`config.mk`:
```
export PLATFORM = sky130hd
export DESIGN_NAME = nco_phase_acc
export DESIGN_NICKNAME = d
export VERILOG_FILES = /design/src/rtl/nco_pkg.sv /design/src/rtl/ftw_shadow_reg.sv /design/src/rtl/nco_phase_acc.sv
export SDC_FILE = /design/constraint.sdc
export NUM_CORES = 1
export LEC_CHECK = 0
export ABC_AREA = 1
export BUFFER_PORTS_ARGS = -buffer_cell sky130_fd_sc_hd__buf_2
export CORE_ASPECT_RATIO = 1.25
export CORE_MARGIN = 2
export CORE_UTILIZATION = 65
export CTS_BUF_LIST = sky130_fd_sc_hd__clkbuf_4 sky130_fd_sc_hd__clkbuf_8
export CTS_CLUSTER_SIZE = 10
export DETAILED_ROUTE_END_ITERATION = 16
export PLACE_DENSITY = 0.85
export SYNTH_ARGS = -nofsm -noshare
export SYNTH_HDL_FRONTEND = slang
export SYNTH_SLANG_ARGS = --single-unit
```
`constraint.sdc`:
```
create_clock -name clk -period 3.95 [get_ports clk]
set_input_delay 0.5925 -clock clk [delete_from_list [all_inputs] [get_ports clk]]
set_output_delay 0.5925 -clock clk [all_outputs]
set_load 0.005 [all_outputs]
```
`src/rtl/nco_pkg.sv`:
```
// Shared widths, phase constants and shadow-slot state for the NCO
// and the downstream CORDIC.
package nco_pkg;

   localparam int ACC_WIDTH  = 32;
   localparam int DATA_WIDTH = 20;

   localparam logic [DATA_WIDTH-1:0] PI_D2    = 20'h40000;
   localparam logic [DATA_WIDTH-1:0] PI       = 20'h80000;
   localparam logic [DATA_WIDTH-1:0] PI_M3_D2 = 20'hC0000;

   typedef enum logic {
      EMPTY,
      FULL
   } shadow_state_e;

endpackage

```
`src/rtl/ftw_shadow_reg.sv`:
```
// One-deep shadow slot for the tuning word: accepts over valid/ready,
// then signals when the pending word may be made active.
import nco_pkg::*;

module ftw_shadow_reg #(
   parameter int W = ACC_WIDTH
) (
   input  logic         clk,
   input  logic         rst,
   input  logic [W-1:0] ftw_i,
   input  logic         ftw_valid_i,
   output logic         ftw_ready_o,
   input  logic         upd_mode_i,
   input  logic         en_i,
   input  logic         sync_clr_i,
   input  logic         carry_i,
   output logic         apply_o,
   output logic [W-1:0] ftw_pend_o
);

   shadow_state_e state_q, state_d;
   logic [W-1:0]  pend_q, pend_d;

   // In wrap mode a phase restart is also a safe point to retune
   assign apply_o = (state_q == FULL) &&
                    (!upd_mode_i || sync_clr_i || (en_i && carry_i));

   assign ftw_ready_o = (state_q == EMPTY) && !rst;
   assign ftw_pend_o  = pend_q;

   always_comb begin
      state_d = state_q;
      pend_d  = pend_q;
      unique case (state_q)
         EMPTY: begin
            if (ftw_valid_i) begin
               pend_d  = ftw_i;
               state_d = FULL;
            end
         end
         FULL: begin
            if (apply_o) state_d = EMPTY;
         end
         default: state_d = EMPTY;
      endcase
   end

   always_ff @(posedge clk) begin
      if (rst) begin
         state_q <= EMPTY;
         pend_q  <= '0;
      end else begin
         state_q <= state_d;
         pend_q  <= pend_d;
      end
   end

endmodule

```
`src/rtl/nco_phase_acc.sv`:
```
// Phase accumulator with shadowed tuning word; emits the registered,
// offset phase word consumed by the CORDIC.
import nco_pkg::*;

module nco_phase_acc #(
   parameter int ACC_WIDTH  = nco_pkg::ACC_WIDTH,
   parameter int DATA_WIDTH = nco_pkg::DATA_WIDTH
) (
   input  logic                  clk,
   input  logic                  rst,
   input  logic                  en,
   input  logic                  sync_clr,
   input  logic                  upd_mode,
   input  logic [ACC_WIDTH-1:0]  ftw_in,
   input  logic                  ftw_valid,
   output logic                  ftw_ready,
   input  logic [DATA_WIDTH-1:0] pof_in,
   output logic [DATA_WIDTH-1:0] phase_out,
   output logic                  phase_valid,
   output logic                  wrap
);

   logic [ACC_WIDTH-1:0]  acc_q, acc_d;
   logic [ACC_WIDTH-1:0]  ftw_act_q, ftw_act_d;
   logic [ACC_WIDTH-1:0]  ftw_pend;
   logic [ACC_WIDTH:0]    sum;
   logic                  carry;
   logic                  apply;
   logic [DATA_WIDTH-1:0] phase_q, phase_d;
   logic                  valid_q, valid_d;
   logic                  wrap_q, wrap_d;

   ftw_shadow_reg #(
      .W (ACC_WIDTH)
   ) u_shadow (
      .clk         (clk),
      .rst         (rst),
      .ftw_i       (ftw_in),
      .ftw_valid_i (ftw_valid),
      .ftw_ready_o (ftw_ready),
      .upd_mode_i  (upd_mode),
      .en_i        (en),
      .sync_clr_i  (sync_clr),
      .carry_i     (carry),
      .apply_o     (apply),
      .ftw_pend_o  (ftw_pend)
   );

   assign sum   = {1'b0, acc_q} + {1'b0, ftw_act_q};
   assign carry = sum[ACC_WIDTH];

   always_comb begin
      acc_d = acc_q;
      if (sync_clr)  acc_d = '0;
      else if (en)   acc_d = sum[ACC_WIDTH-1:0];
   end

   // New word takes effect from the step after the apply edge
   assign ftw_act_d = apply ? ftw_pend : ftw_act_q;

   assign phase_d = acc_q[ACC_WIDTH-1 -: DATA_WIDTH] + pof_in;
   assign valid_d = en && !sync_clr;
   assign wrap_d  = en && !sync_clr && carry;

   always_ff @(posedge clk) begin
      if (rst) begin
         acc_q     <= '0;
         ftw_act_q <= '0;
         phase_q   <= '0;
         valid_q   <= 1'b0;
         wrap_q    <= 1'b0;
      end else begin
         acc_q     <= acc_d;
         ftw_act_q <= ftw_act_d;
         phase_q   <= phase_d;
         valid_q   <= valid_d;
         wrap_q    <= wrap_d;
      end
   end

   assign phase_out   = phase_q;
   assign phase_valid = valid_q;
   assign wrap        = wrap_q;

endmodule

```
==> results.yml <==
clocking:
  htree_num_levels: 4
  postCtsResizedCells: 0
  cts_buffers: 17
  post_cts_buffers: 0
  clk_pin_slew_worst_paths_ns: 0.07
  cts.sinks: 119
  cts_hold_buf: 0
  cts_tree: "built"
  cts-root-buf: "clkbuf_8"
  clockBufferDepth: 2
  clk_latency_ns: 0.44
floorplanning:
  io_pins: 81
  die_area_um2: 12000
  initial_core_util_pct: 65.7
  die_h_um: 122
  core_area_um2: 11000
  die_w_um: 98.2
  rows: 43
cells_and_area:
  num-nets-final: 1266
  drive_above_1_share_pct: 12.4
  final_area_um2: 8080
  diodes: 0
  layout_commonest_cell: "nand2_1"
  n_fill_cell: 965
  area_growth_pct: 12.1
  fin_cells: 1302
  final_cell_mix: "nand2_1, nor2_1, inv_1, a21oi_1, dfxtp_1"
  post-route-util_pct: 73.6
power:
  power.leakage_nw: 4.21
  power-per-cell-area_nw_per_um2: 381
  peakVddDrop_mv: 0.246
place:
  hpwl_mm: 13.1
  io_buffers: 80
  dpl.cell_count: 1271
  gp_congestion: 1.05
  placed_cell_area_um2: 7630
global_route:
  grt_pass1_wl_mm: 28.3
  grt_use_met2_pct: 49.9
  grt_pass1_vias: 6252
  grt_max_degree: 65
  use_met3_pct: 4.30
  grt_use_met1_pct: 36.2
  grt-busiest-layer: "met2"
  grt_usage_pct: 29.3
  grt_overflow_total: 0
  antenna_found_initial: 0
detailed_routing:
  num_vias: 7057
  viasPerCell: 5.42
  wl_per_cell_um: 13.3
  first_iter_violations: 460
  finalWirelength_mm: 17.4
  drcViolationCount: 0
  ant_nets: 0
  drt_first_pass_iters: 5
critical_path:
  worstSetupStartpointType: "flip-flop"
  path_class: "reg2reg"
  worstPathArrival_ns: 3.13
  critPathRequiredTime_ns: 4.28
  end_kind: "flip-flop"
  crit_fanout: 53
timing:
  rsz0062_at_grt: "no"
  max_slew_margin_pct: 39.2
  finalCritPeriodShare_pct: 70.8
  hold_viol: 0
  final_max_slew_viol_count: 0
  fin_crit_ns: 2.80
  skew_ns: 0.0135
  setup_viol: 0
  hold_ws_ns: 0.426
  fin_tns_setup_ns: 0
  fmaxAchievable_mhz: 358
  worstMarginPinSlew_ns: 0.909
yosys:
  yosys_warnings: 0
  synth.distinct_cells: 39
  syn_area_um2: 7210
  ys_seq_area_share_pct: 33.0
  async_flop_share_pct: 0
  synth_seq_cells: 119
  syn-num-nets: 1197
  postSynthAreaPerCell_um2: 6.64
  synth_ff_type: "dfxtp_1"
  synth_edf_count: 0
  synthCells: 1086
run:
  maxCapViolations: 0
status:
  outcome: "complete, no violations"
worst_hold_path:
  hp-class: "in2reg"
critical path, cell delays in order (launching register included):
cell and delay [ns]:
dfxtp_1 0.32, ha_1 0.22, fa_1 0.41, nand2_1 0.08, nand2_1 0.06, nand3_1 0.09
nand2_2 0.08, nand2_1 0.08, nand2_2 0.08, nand2_2 0.07, nand2_2 0.04, nand2_2 0.06
nand2_2 0.51, buf_4 0.40, a21oi_2 0.12, nor2_1 0.05
flip-flops by register name, summed over array words and instances (netlist names):
register             flops
acc_q                   32
ftw_act_q               32
u_shadow.ftw_pend_o     32
phase_out               20
phase_valid              1
u_shadow.state_q         1
wrap                     1
path summary, 6_finish.rpt:
| path | start | to | slack, ns | depth (start not counted) |
|---|---|---|---|---|
| min | ftw_in[5] | u_shadow.ftw_pend_o[5] | 0.43 | 3 |
| min reg2reg | u_shadow.ftw_pend_o[31] | u_shadow.ftw_pend_o[31] | 0.46 | 2 |
| max reg2reg | acc_q[0] | ftw_act_q[28] | 1.15 | 15 |
| max | acc_q[0] | ftw_act_q[28] | 1.15 | 15 |
where the power goes:
part | leakage [nW] | switching [mW] | total (mW) | internal [mW]
logic | 3.00 | 0.303 | 0.494 | 0.191
clock network | 0.231 | 0.486 | 1.25 | 0.764
registers | 0.981 | 0.0488 | 1.33 | 1.29
total | 4.21 | 0.838 | 3.08 | 2.24
routing by layer:
metal  up-vias  share of wire [%]
li1       3675                  -
met3        52                5.0
met4         0                3.8
met2       216                 47
met1      3114                 44
met5         -                  0
kinds of logic (layout without fill, tap and decap cells):
logic type / count (synthesis) / count (layout) / synth area share [%]
buf+inv: 170 / 251 / 9.77
compound gates: 245 / 245 / 18.6
xor+xnor: 16 / 16 / 1.94
flops: 119 / 119 / 33.0
simple gates: 483 / 483 / 27.3
fa+ha+maj: 53 / 53 / 9.40
stage by stage:
step                power (mW)  setup slack, ns
floorplan                 1.72             1.73
finish                    3.08             1.15
global route              3.21            0.923
CTS                       3.08             1.14
detailed placement        1.85             1.15
global placement          1.83             1.20
synth_stat cells, types with 5 or more instances:
master / number / area [um2]
nand2_2: 9 / 56.3
xnor2_1: 5 / 43.8
dfxtp_1: 119 / 2380
ha_1: 51 / 638
buf_2: 7 / 35.0
nand3_1: 70 / 350
inv_1: 128 / 480
a21oi_1: 123 / 616
o21ai_0: 76 / 380
nor3_1: 7 / 35.0
a21o_1: 10 / 75.1
o21bai_1: 7 / 52.6
xor2_1: 11 / 96.3
nor2_1: 160 / 601
nand2_1: 225 / 845
clkbuf_1: 23 / 86.3
a21oi_2: 9 / 78.8
area by class of cell:
| type | instances | area [um2] | share of cell area (%) |
|---|---|---|---|
| clock buffer | 24 | 305 | 3.78 |
| clock inverter | 7 | 143 | 1.76 |
| inverter | 132 | 495 | 6.13 |
| multi-input combinational | 797 | 4130 | 51.1 |
| sequential | 119 | 2380 | 29.5 |
| tap | 135 | 169 | 2.09 |
| timing repair buffer | 88 | 460 | 5.70 |
Note: power is estimated with default switching activity, not from simulation.
